### config.mk
export PLATFORM = sky130hd
export DESIGN_NAME = tron_mem_bridge_flat
export DESIGN_NICKNAME = d
export VERILOG_FILES = /design/src/rtl/tron_mem_bridge_if.sv /design/src/rtl/tron_mem_bridge.sv /design/src/flat_wrapper.sv
export SDC_FILE = /design/constraint.sdc
export NUM_CORES = 1
export LEC_CHECK = 0
export CAP_MARGIN = 20
export CORE_ASPECT_RATIO = 0.8
export CORE_MARGIN = 2
export CORE_UTILIZATION = 43
export CTS_CLUSTER_SIZE = 10
export DETAILED_ROUTE_END_ITERATION = 8
export GPL_TIMING_DRIVEN = 1
export PLACE_DENSITY = 0.9
export SYNTH_ARGS = -nofsm -noshare
export SYNTH_HDL_FRONTEND = slang
export SYNTH_SLANG_ARGS = --single-unit
### constraint.sdc
create_clock -name clk -period 2.8 [get_ports clk]
set_clock_uncertainty 0.2 [all_clocks]
set_input_delay 0.56 -clock clk [delete_from_list [all_inputs] [get_ports clk]]
set_output_delay 0.56 -clock clk [all_outputs]
set_load 0.02 [all_outputs]
### src/rtl/tron_mem_bridge_if.sv
// CPU-side bus of the Tron memory bridge: request strobe, addresses and store data in,
// fetched instruction, loaded data and handshake status out.
interface tron_mem_bridge_if #(
    parameter int ADDR_WIDTH = 16,
    parameter int DATA_WIDTH = 16
);
    logic                  cpuReq;
    logic                  fetchPhase;
    logic                  memWrite;
    logic [ADDR_WIDTH-1:0] addressOut;
    logic [ADDR_WIDTH-1:0] regA;
    logic [DATA_WIDTH-1:0] busOutput;
    logic [DATA_WIDTH-1:0] instruction;
    logic [DATA_WIDTH-1:0] memData;
    logic                  ready;
    logic                  busy;
    logic                  reqDropped;

    modport master (
        output cpuReq, fetchPhase, memWrite, addressOut, regA, busOutput,
        input  instruction, memData, ready, busy, reqDropped
    );

    modport slave (
        input  cpuReq, fetchPhase, memWrite, addressOut, regA, busOutput,
        output instruction, memData, ready, busy, reqDropped
    );
endinterface

### src/rtl/tron_mem_bridge.sv
// Memory-side stage of the Tron CPU: sequences a 1-cycle-latency synchronous RAM and
// decodes a memory-mapped LED register behind a req/ready handshake.
module tron_mem_bridge #(
    parameter int                    ADDR_WIDTH  = 16,
    parameter int                    DATA_WIDTH  = 16,
    parameter logic [ADDR_WIDTH-1:0] IO_BASE     = 16'hFF00,
    parameter logic [ADDR_WIDTH-1:0] LED_ADDR    = 16'hFF00,
    parameter logic [DATA_WIDTH-1:0] RESET_INSTR = 16'h0000
) (
    input  logic                  clk,
    input  logic                  reset,
    tron_mem_bridge_if.slave      cpu,
    output logic [ADDR_WIDTH-1:0] ramAddr,
    output logic [DATA_WIDTH-1:0] ramWdata,
    output logic                  ramWe,
    input  logic [DATA_WIDTH-1:0] ramRdata,
    output logic [DATA_WIDTH-1:0] LED
);

    typedef enum logic [2:0] {
        IDLE  = 3'd0,
        WRITE = 3'd1,
        READ  = 3'd2,
        LATCH = 3'd3,
        DONE  = 3'd4
    } state_t;

    state_t                state_r;
    state_t                next_state_s;
    logic                  accept_s;
    logic                  drop_s;
    logic                  store_s;
    logic [ADDR_WIDTH-1:0] req_addr_s;
    logic [DATA_WIDTH-1:0] rd_data_s;

    logic [ADDR_WIDTH-1:0] ram_addr_r;
    logic [DATA_WIDTH-1:0] ram_wdata_r;
    logic                  ram_we_r;
    logic                  fetch_r;
    logic [DATA_WIDTH-1:0] instr_r;
    logic [DATA_WIDTH-1:0] mem_data_r;
    logic [DATA_WIDTH-1:0] led_r;
    logic                  ready_r;
    logic                  busy_r;
    logic                  req_dropped_r;

    assign store_s    = !cpu.fetchPhase && cpu.memWrite;
    assign req_addr_s = cpu.fetchPhase ? cpu.addressOut : cpu.regA;

    // I/O reads bypass the RAM: the LED register at its address, zero elsewhere in the region.
    always_comb begin
        rd_data_s = ramRdata;
        if (ram_addr_r >= IO_BASE) begin
            if (ram_addr_r == LED_ADDR) begin
                rd_data_s = led_r;
            end else begin
                rd_data_s = {DATA_WIDTH{1'b0}};
            end
        end else begin
            rd_data_s = ramRdata;
        end
    end

    // Next-state decode; a request in DONE chains straight into the next access.
    always_comb begin
        next_state_s = state_r;
        accept_s     = 1'b0;
        drop_s       = 1'b0;
        case (state_r)
            IDLE, DONE: begin
                if (cpu.cpuReq) begin
                    accept_s     = 1'b1;
                    next_state_s = store_s ? WRITE : READ;
                end else begin
                    next_state_s = IDLE;
                end
            end
            WRITE: begin
                drop_s       = cpu.cpuReq;
                next_state_s = DONE;
            end
            READ: begin
                drop_s       = cpu.cpuReq;
                next_state_s = LATCH;
            end
            LATCH: begin
                drop_s       = cpu.cpuReq;
                next_state_s = DONE;
            end
            default: begin
                next_state_s = IDLE;
            end
        endcase
    end

    // State register.
    always_ff @(posedge clk or negedge reset) begin
        if (!reset) begin
            state_r <= IDLE;
        end else begin
            state_r <= next_state_s;
        end
    end

    // Datapath and handshake registers; all outputs come straight from flops.
    always_ff @(posedge clk or negedge reset) begin
        if (!reset) begin
            ram_addr_r    <= {ADDR_WIDTH{1'b0}};
            ram_wdata_r   <= {DATA_WIDTH{1'b0}};
            ram_we_r      <= 1'b0;
            fetch_r       <= 1'b0;
            instr_r       <= RESET_INSTR;
            mem_data_r    <= {DATA_WIDTH{1'b0}};
            led_r         <= {DATA_WIDTH{1'b0}};
            ready_r       <= 1'b0;
            busy_r        <= 1'b0;
            req_dropped_r <= 1'b0;
        end else begin
            ready_r  <= (next_state_s == DONE);
            busy_r   <= (next_state_s == WRITE) || (next_state_s == READ) ||
                        (next_state_s == LATCH);
            ram_we_r <= accept_s && store_s && (req_addr_s < IO_BASE);
            if (drop_s) begin
                req_dropped_r <= 1'b1;
            end
            if (accept_s) begin
                ram_addr_r  <= req_addr_s;
                ram_wdata_r <= cpu.busOutput;
                fetch_r     <= cpu.fetchPhase;
            end
            if ((state_r == WRITE) && (ram_addr_r == LED_ADDR)) begin
                led_r <= ram_wdata_r;
            end
            // ramRdata is valid in LATCH, one cycle after the address was presented in READ.
            if (state_r == LATCH) begin
                if (fetch_r) begin
                    instr_r <= rd_data_s;
                end else begin
                    mem_data_r <= rd_data_s;
                end
            end
        end
    end

    assign ramAddr         = ram_addr_r;
    assign ramWdata        = ram_wdata_r;
    assign ramWe           = ram_we_r;
    assign LED             = led_r;
    assign cpu.instruction = instr_r;
    assign cpu.memData     = mem_data_r;
    assign cpu.ready       = ready_r;
    assign cpu.busy        = busy_r;
    assign cpu.reqDropped  = req_dropped_r;

endmodule
### src/flat_wrapper.sv
// flat-port wrapper written by rule: the top's interface ports become plain ports
module tron_mem_bridge_flat 
#(
    parameter int                    ADDR_WIDTH  = 16,
    parameter int                    DATA_WIDTH  = 16,
    parameter logic [ADDR_WIDTH-1:0] IO_BASE     = 16'hFF00,
    parameter logic [ADDR_WIDTH-1:0] LED_ADDR    = 16'hFF00,
    parameter logic [DATA_WIDTH-1:0] RESET_INSTR = 16'h0000
)
  (clk, reset, ramAddr, ramWdata, ramWe, ramRdata, LED, cpu_cpuReq, cpu_fetchPhase, cpu_memWrite, cpu_addressOut, cpu_regA, cpu_busOutput, cpu_instruction, cpu_memData, cpu_ready, cpu_busy, cpu_reqDropped);
  tron_mem_bridge_if #(.ADDR_WIDTH(ADDR_WIDTH), .DATA_WIDTH(DATA_WIDTH)) cpu_i ();
  input  logic clk;
  input  logic reset;
  output logic [ADDR_WIDTH-1:0] ramAddr;
  output logic [DATA_WIDTH-1:0] ramWdata;
  output logic ramWe;
  input  logic [DATA_WIDTH-1:0] ramRdata;
  output logic [DATA_WIDTH-1:0] LED;
  input wire logic [$bits(cpu_i.cpuReq)-1:0] cpu_cpuReq;
  input wire logic [$bits(cpu_i.fetchPhase)-1:0] cpu_fetchPhase;
  input wire logic [$bits(cpu_i.memWrite)-1:0] cpu_memWrite;
  input wire logic [$bits(cpu_i.addressOut)-1:0] cpu_addressOut;
  input wire logic [$bits(cpu_i.regA)-1:0] cpu_regA;
  input wire logic [$bits(cpu_i.busOutput)-1:0] cpu_busOutput;
  output wire logic [$bits(cpu_i.instruction)-1:0] cpu_instruction;
  output wire logic [$bits(cpu_i.memData)-1:0] cpu_memData;
  output wire logic [$bits(cpu_i.ready)-1:0] cpu_ready;
  output wire logic [$bits(cpu_i.busy)-1:0] cpu_busy;
  output wire logic [$bits(cpu_i.reqDropped)-1:0] cpu_reqDropped;
  assign cpu_i.cpuReq = cpu_cpuReq;
  assign cpu_i.fetchPhase = cpu_fetchPhase;
  assign cpu_i.memWrite = cpu_memWrite;
  assign cpu_i.addressOut = cpu_addressOut;
  assign cpu_i.regA = cpu_regA;
  assign cpu_i.busOutput = cpu_busOutput;
  assign cpu_instruction = cpu_i.instruction;
  assign cpu_memData = cpu_i.memData;
  assign cpu_ready = cpu_i.ready;
  assign cpu_busy = cpu_i.busy;
  assign cpu_reqDropped = cpu_i.reqDropped;
  tron_mem_bridge #(.ADDR_WIDTH(ADDR_WIDTH), .DATA_WIDTH(DATA_WIDTH), .IO_BASE(IO_BASE), .LED_ADDR(LED_ADDR), .RESET_INSTR(RESET_INSTR)) u_core (.clk(clk), .reset(reset), .cpu(cpu_i), .ramAddr(ramAddr), .ramWdata(ramWdata), .ramWe(ramWe), .ramRdata(ramRdata), .LED(LED));
endmodule
==> run summary, run 1 <==
The type of element launching the critical path is a flop. The net count after synthesis came out at approximately 370. The clock slew seen by the registers of the worst setup and hold paths is ~0.09 ns. Summed over all cells, the static leakage comes to around 2.3 nW. The worst IR drop on VDD came out at between 0.0006 and 0.0007 V. The floorplan row count is 29. The pin count of the biggest net entering global routing came out at 89.

The total core area is ~0.0081 mm^2. Clock latency on the worst-skew pair, taken at its later pin, is between 0.3 and 0.4 ns. The via density per instance came out at ~5.2.

The share of the yosys chip area belonging to registers came out at about three fifths. The post-layout net count is 522. STA puts the critical path data required time at between 2 and 3 ns. The time the final worst path needs with I/O delays and setup came out at between 2 and 2.5 ns. The floorplan step set the die height to about 86 um. The area of combinational cells with multiple inputs is 0.00135 mm^2. The slack of the worst reg-to-reg path is roughly 0.42 ns.

The netlist uses 28 different library cells. The netlist area before placement is ~0.0036 mm^2. The global route total overflow is 0. The via count of the first global-routing pass is 2932. The total wire length came out at between 9 and 10 mm.

Detailed placement finished with a half-perimeter wire length of ~7.4 mm. The critical path capture point type is a flop. For this run, the share of the core covered by cells in the final layout is between 60% and 70%. Leaving out fill and tap cells, the most frequent cell in the layout is sky130_fd_sc_hd__clkdlybuf4s50_1. The final critical-path share of the clock period came out at a little over four fifths. The die area is 0.00917 mm^2. Walking the worst path, the cells encountered are or4_4 > nor4_4 > nand3b_4 > mux2_4.

The root buffer cell is sky130_fd_sc_hd__clkbuf_8. The total of cells resized after clock tree synthesis is 0. The arrival time at the worst endpoint is about 2.4 ns.

The total count of max-transition violations in the final report is 0. The total track usage came out at 21.8%. The ratio of cells with drive above 1 in the final layout came out at 13.8%. The CTS tree is done. For this design, the sink count on the clock tree is between 80 and 90. The number of H-tree levels came out at 3. The sequential standard cell area came out at approximately 0.0022 mm^2.

Fill cells in the final layout number a little over 600. The slowest stage of the critical path is the sky130_fd_sc_hd__or4_4 cell. The critical path starts at u_core.ramAddr[0].

For this design the ratio of total power to cell area is slightly below 1000 mW/mm^2. The remaining antenna violation count after routing is 0. The transition time at the pin with the least slew margin came out at slightly below 0.5 ns. The fmax is between 400 and 500 MHz.

The first global-routing pass estimated about 15 mm of wire. The congestion estimate from routability-driven global placement came to ~0.85. The largest single stage delay on the critical path is 0.55 ns. The worst slew margin relative to its limit came out at about two thirds. In this run the worst setup path terminates at u_core.LED[11]. The share of async-settable or async-resettable flops after synthesis came out at 100%. The cell class contributing the biggest share of worst-path delay is simple AND/OR/NAND/NOR gates. The number of setup buffers added after CTS is 0.

The endpoint identified for the worst register-to-register timing path is u_core.LED[11]. In this run the deepest clock path goes through 2 buffers. The final count of hold timing violations is 0.

The number of buffer cells added on primary ports came out at 152. The largest driver fanout on the critical path is 16. The total of flip-flops plus latches after synthesis is a little under 90. A synthesized cell averages 12.0 um^2. The flow ran to the end, and the final reports show no timing, DRC or antenna violations. Measured along the x axis, the die boundary spans 107 um. Setup repair after global routing left no endpoint under its margin.

0 antenna diodes ended up in the layout. Leaving out fill and tap cells, the most frequent cells in the layout are sky130_fd_sc_hd__clkdlybuf4s50_1 (151), sky130_fd_sc_hd__dfrtp_1 (88), sky130_fd_sc_hd__nor2_1 (50). The category of the critical setup timing path is flop to flop. In the synthesized netlist the dominant register cell turns out to be sky130_fd_sc_hd__dfrtp_1. The final number of setup-violating endpoints is 0. The routed wire length per instance came out at roughly 17 um.

The type of the worst min-delay path is input pin to asynchronous set/reset pin. The layout overhead on the synthesized area came out at 50.8%. In the routed design, unresolved DRC markers number 0. The gate count after technology mapping is just over 300.

The detailed-route via count came out at slightly below 3000. The sum of negative setup slack came out at 0 ns. The total power draw is approximately 5.4 mW. The tool flagged a number of max-cap violations equal to 0. The initial antenna violation count came to 0. The total buffers and inverters traversed by the critical path came out at 0. The count of synthesis-stage warnings from yosys came out at 0. The startpoint identified for the worst register-to-register timing path is u_core.ramAddr[0]. The number of buffers inserted during clock tree synthesis is 9. The count of boundary I/O pins came out at around 150. The number of design-rule violations left by the first detailed-router iteration is ~150.

The number of synthesized flops with an enable pin came out at 0. The initial cell density of the core came out at between 40% and 50%. The number of buffers inserted for hold repair after clock tree synthesis came out at 0. The number of gates on the worst path with buffers counted is 4.

The number of detailed-routing iterations run before antenna repair is 4. The worst register-to-register path has a depth of 4.
[layer usage]
metal	track usage [%]	share of wire, %	vias up
li1	-	-	1371
met1	28.3	42	1461
met2	36.4	50	105
met5	0	0	-
met4	5.19	1.3	0
met3	6.53	6.6	11
[cell usage after synthesis, drive strengths merged (2+ instances only)]
cell type  instances  area, um^2
nor2b              2        12.5
nand2              2        7.51
clkbuf            16        60.1
dfrtp             88        2200
a22oi             16         120
o21ai              2        10.0
nand4              2        12.5
a31oi              2        12.5
buf                3        20.0
or4                2        18.8
mux2i             14         140
a21oi             48         240
or2                3        18.8
mux2              33         409
nor2              51         191
nand3              4        20.0
nand2b             7        43.8
[kinds of logic after synthesis]
kind of cell           Yosys count  share of synthesized area (%)
DFF                             88                           60.8
and+or+nand+nor                 77                           10.5
AOI/OAI and AO/OA               71                           11.2
muxes                           47                           15.2
buffers and inverters           19                           2.21
[worst register-to-register path, cell delays in order (launching register included)]
cell	delay [ns]
sky130_fd_sc_hd__dfrtp_1	0.41
sky130_fd_sc_hd__or4_4	0.55
sky130_fd_sc_hd__nor4_4	0.39
sky130_fd_sc_hd__nand3b_4	0.31
sky130_fd_sc_hd__mux2_4	0.39
[cell type report]
class	instances	share of cell area, %
Clock buffer	10	2.34
Clock inverter	6	0.963
Multi-Input combinational cell	195	24.6
Sequential cell	88	40.3
Tap cell	108	2.48
Timing Repair Buffer	159	29.2
[through the flow]
stage	instances	worst slack [ns]	hold slack [ns]	area [um^2]
after floorplan	302	0.354	0.0644	3620
after global placement	550	0.525	0.263	5280
after CTS	566	0.424	0.0445	5460
final	566	0.424	0.0209	5460
after global routing	566	0.382	0.0356	5460
after detailed placement	550	0.420	0.272	5280
[worst min path at each step]
stage / startpoint / to / slack, ns / cells after the start
floorplan: reset / u_core.LED[0] / 0.06 / 0
global placement: u_core.state_r[2] / u_core.cpu.ready / 0.26 / 1
detailed placement: u_core.state_r[2] / u_core.cpu.ready / 0.27 / 1
CTS: reset / u_core.ramAddr[6] / 0.04 / 2
global route: reset / u_core.ramAddr[6] / 0.04 / 2
finish: reset / u_core.ramAddr[6] / 0.02 / 2
[flip-flops by register name (all words and copies together), names as in the netlist]
signal / cells
u_core.ramWdata: 16
u_core.cpu.ready: 1
u_core.ramAddr: 16
u_core.LED: 16
u_core.ramWe: 1
u_core.fetch_r: 1
u_core.cpu.memData: 16
u_core.cpu.instruction: 16
u_core.cpu.busy: 1
u_core.cpu.reqDropped: 1
u_core.state_r: 3
[where the power goes]
group          total (mW)  leakage, nW  switching [mW]  internal [mW]
registers            2.12         1.03           0.366           1.76
clock network       0.799       0.0850           0.464          0.335
logic                2.47         1.23            1.24           1.23
total                5.39         2.34            2.07           3.33
Power figures use the tool's default switching activity.
==> run 2: changes to the inputs <==
Clock period 2.8 ns to 2.34 ns, I/O delays scaled along.
==> run 2 against run 1 <==
First-iteration DRC count is 18% lower; design area increased by 1.4%; power is 24% higher; final cell count increased by 0.35%; via count is 0.68% lower; non-clock buffer count rose by 3; critical path depth rose by 1; register-to-register slack worse by 0.32 ns; worst setup slack worse by 0.32 ns; die area did not move.
==> run summary, run 2 (synthesis gave the netlist of run 1 again) <==
The routing usage on met1 is 28.0% (was 28.3%). The number of buffers inserted during clock tree synthesis was 9 (unchanged). The count of boundary I/O pins was 153 (unchanged). The global route total overflow is 0 (unchanged).

The worst slew margin relative to its limit came out at 68.9% (was 67.8%). The largest incremental delay on the critical path is 0.54 ns (was 0.55 ns). The initial antenna violation count is 0 (unchanged). The number of design-rule violations left by the first detailed-router iteration came out at 121 (was 147). The standby leakage power came out at 2.38 nW (was 2.34 nW). The number of max-cap violations came out at 0 (unchanged). The cell-internal power is 4.19 mW (was 3.33 mW). The relative contribution of the clock network to total power is 17.2% (was 14.8%). The number of H-tree levels was 3 (unchanged). The power per standard cell area came out at 1200 mW/mm^2 (was 988 mW/mm^2).

The clock insertion delay at the later pin of the skew report came to 0.35 ns (was 0.36 ns). The ratio of cells with drive above 1 in the final layout is 14.6% (was 13.8%). The total core area came to 0.00806 mm^2 (unchanged).

The die extent in x came out at 107 um (unchanged). The total buffers and inverters traversed by the critical path is 1 (was 0). The sequential share of power is 38.0% (was 39.4%). The via count of the first global-routing pass came to 2957 (was 2932).

The depth of the worst register-to-register path was 5 (was 4). The die area is 0.00917 mm^2 (unchanged). The total count of max-transition violations in the final report was 0 (unchanged). The remaining routing DRC violations came to 0 (unchanged).

The required time of the critical path is 2.37 ns (was 2.83 ns). Commonest cells after routing, fill and taps aside: sky130_fd_sc_hd__clkdlybuf4s50_1 (151), sky130_fd_sc_hd__dfrtp_1 (87), sky130_fd_sc_hd__nor2_1 (50) (was sky130_fd_sc_hd__clkdlybuf4s50_1 (151), sky130_fd_sc_hd__dfrtp_1 (88), sky130_fd_sc_hd__nor2_1 (50)). The fraction of power consumed by combinational cells came out at 44.8% (was 45.8%). The post-layout worst setup margin is 0.108 ns (was 0.424 ns). The hold slack is 0.262 ns (was 0.0209 ns). The cell class contributing the biggest share of worst-path delay is simple AND/OR/NAND/NOR gates (unchanged). The largest driver fanout on the critical path came out at 16 (unchanged). The final critical-path share of the clock period is 95.4% (was 84.8%). The transition time at the pin with the least slew margin is 0.466 ns (was 0.482 ns). The vertical extent of the die came to 86.1 um (unchanged). The time the final worst path needs with I/O delays and setup came out at 2.23 ns (was 2.38 ns).

The layout overhead on the synthesized area is 53.0% (was 50.8%). The clock net sink count came out at 88 (unchanged). Status: complete, no violations (unchanged). The final number of setup-violating endpoints was 0 (unchanged). The switching portion of total power came out at 37.1% (was 38.3%). The critical path capture point type is a flop (unchanged). The met3 usage came out at 5.09% (was 6.53%).

The root buffer cell was sky130_fd_sc_hd__clkbuf_8 (unchanged). The floorplan row count is 29 (unchanged). The most common cell after layout, fill and taps aside is sky130_fd_sc_hd__clkdlybuf4s50_1 (unchanged). The total of cells resized after clock tree synthesis came out at 0 (unchanged).

The CTS tree is done (unchanged). The final-layout fill cell count is 596 (was 621). The remaining antenna violation count after routing came to 0 (unchanged). The total track usage is 21.4% (was 21.8%). The post-layout net count is 525 (was 522). The share of the core filled with cells in the final layout is 68.7% (was 67.8%). The type of the worst min-delay path was flop to flop (was input pin to asynchronous set/reset pin). The switching power was 2.48 mW (was 2.07 mW). The maximum count of clock buffers along a single path came to 2 (unchanged).

Worst-path cell chain: or4_4 > nor4_4 > nand3b_4 > buf_12 > mux2_4 (was or4_4 > nor4_4 > nand3b_4 > mux2_4). The final count of hold timing violations is 0 (unchanged). The wire length of the first global-routing pass is 15.1 mm (was 15.3 mm). The type of element launching the critical path is a flop (unchanged).

The total power draw came to 6.67 mW (was 5.39 mW). The most used routing layer is met2 (unchanged). The initial cell density of the core came out at 44.9% (unchanged).

The total wire length came out at 9.67 mm (was 9.65 mm). The placement-stage worst setup slack is 0.00891 ns (was 0.420 ns). The number of diodes came to 0 (unchanged).

The category of the critical setup timing path was flop to flop (unchanged). The fmax came out at 448 MHz (was 421 MHz). The number of detailed-routing iterations run before antenna repair came out at 4 (unchanged). The global placer's final weighted congestion is 0.864 (was 0.852). The clock slew seen by the registers of the worst setup and hold paths came out at 0.09 ns (about the same). Unrepaired setup endpoints after global routing: no (unchanged). The worst IR drop on VDD is 0.000594 V (was 0.000669 V). The arrival time at the worst endpoint is 2.27 ns (was 2.41 ns).

The pin count of the biggest net entering global routing is 76 (was 89). The routed wire length per instance is 17.0 um (about the same). The number of gates on the worst path with buffers counted came out at 5 (was 4). The cell type of the slowest stage on the worst timing path is sky130_fd_sc_hd__or4_4 (unchanged). The number of buffer cells added on primary ports is 152 (unchanged). The half-perimeter wire length of the detailed placement result came out at 7.24 mm (was 7.40 mm). The global-route met2 utilization came to 35.4% (was 36.4%). The count of cells along the worst hold path came out at 1. The detailed-route via count came out at 2928 (was 2948). The via density per instance is 5.15 (was 5.21).
==> run 2: final timing paths <==
| kind | startpoint | end | slack, ns |
|---|---|---|---|
| setup / recovery | u_core.ramAddr[1] | u_core.LED[8] | 0.11 |
| hold / removal | u_core.state_r[2] | u_core.cpu.ready | 0.26 |
| setup reg to reg | u_core.ramAddr[1] | u_core.LED[8] | 0.11 |
| hold reg to reg | u_core.state_r[2] | u_core.cpu.ready | 0.26 |
| max in group asynchronous | reset | u_core.ramWdata[14] | 0.98 |
| min in group asynchronous | reset | u_core.ramAddr[7] | 0.32 |
==> run 2: layout make-up <==
type	count	area (um^2)	area share [%]
sequential	88	2200	39.8
timing repair buffer	162	1630	29.5
multi-input combinational	195	1350	24.4
tap	108	135	2.44
clock buffer	9	124	2.24
clock inverter	6	92.6	1.67
==> run 2: power by group through the flow <==
| stage | sequential (mW) | combinational (mW) | clock [mW] |
|---|---|---|---|
| 2_1_floorplan | 3.15 | 0.819 | 0 |
| 3_3_place_gp | 2.53 | 2.92 | 0 |
| 3_5_place_dp | 2.56 | 2.99 | 0 |
| 4_1_cts | 2.54 | 3.01 | 1.17 |
| 5_1_grt | 2.61 | 3.17 | 1.23 |
| 6_report | 2.53 | 2.99 | 1.15 |
==> run 2: routing by layer <==
metal / wire length (um) / vias up
met1: 4240 / 1431
met4: 141 / 0
li1: - / 1375
met3: 538 / 14
met2: 4750 / 108
met5: 0 / -
==> run 2: per-stage QoR <==
step                      instance area [um^2]  cells  setup TNS, ns
final                                     5540    568              0
after global routing                      5540    568              0
after CTS                                 5540    568              0
after detailed placement                  5290    551              0
after global placement                    5290    551              0
after floorplan                           3620    302         -0.826
==> run 2: timing repair <==
item                       4_1_cts  5_1_grt
setup endpoints to repair        2        0
hold endpoints to repair        13        0
hold buffers                     1        0
setup buffers                    1        0
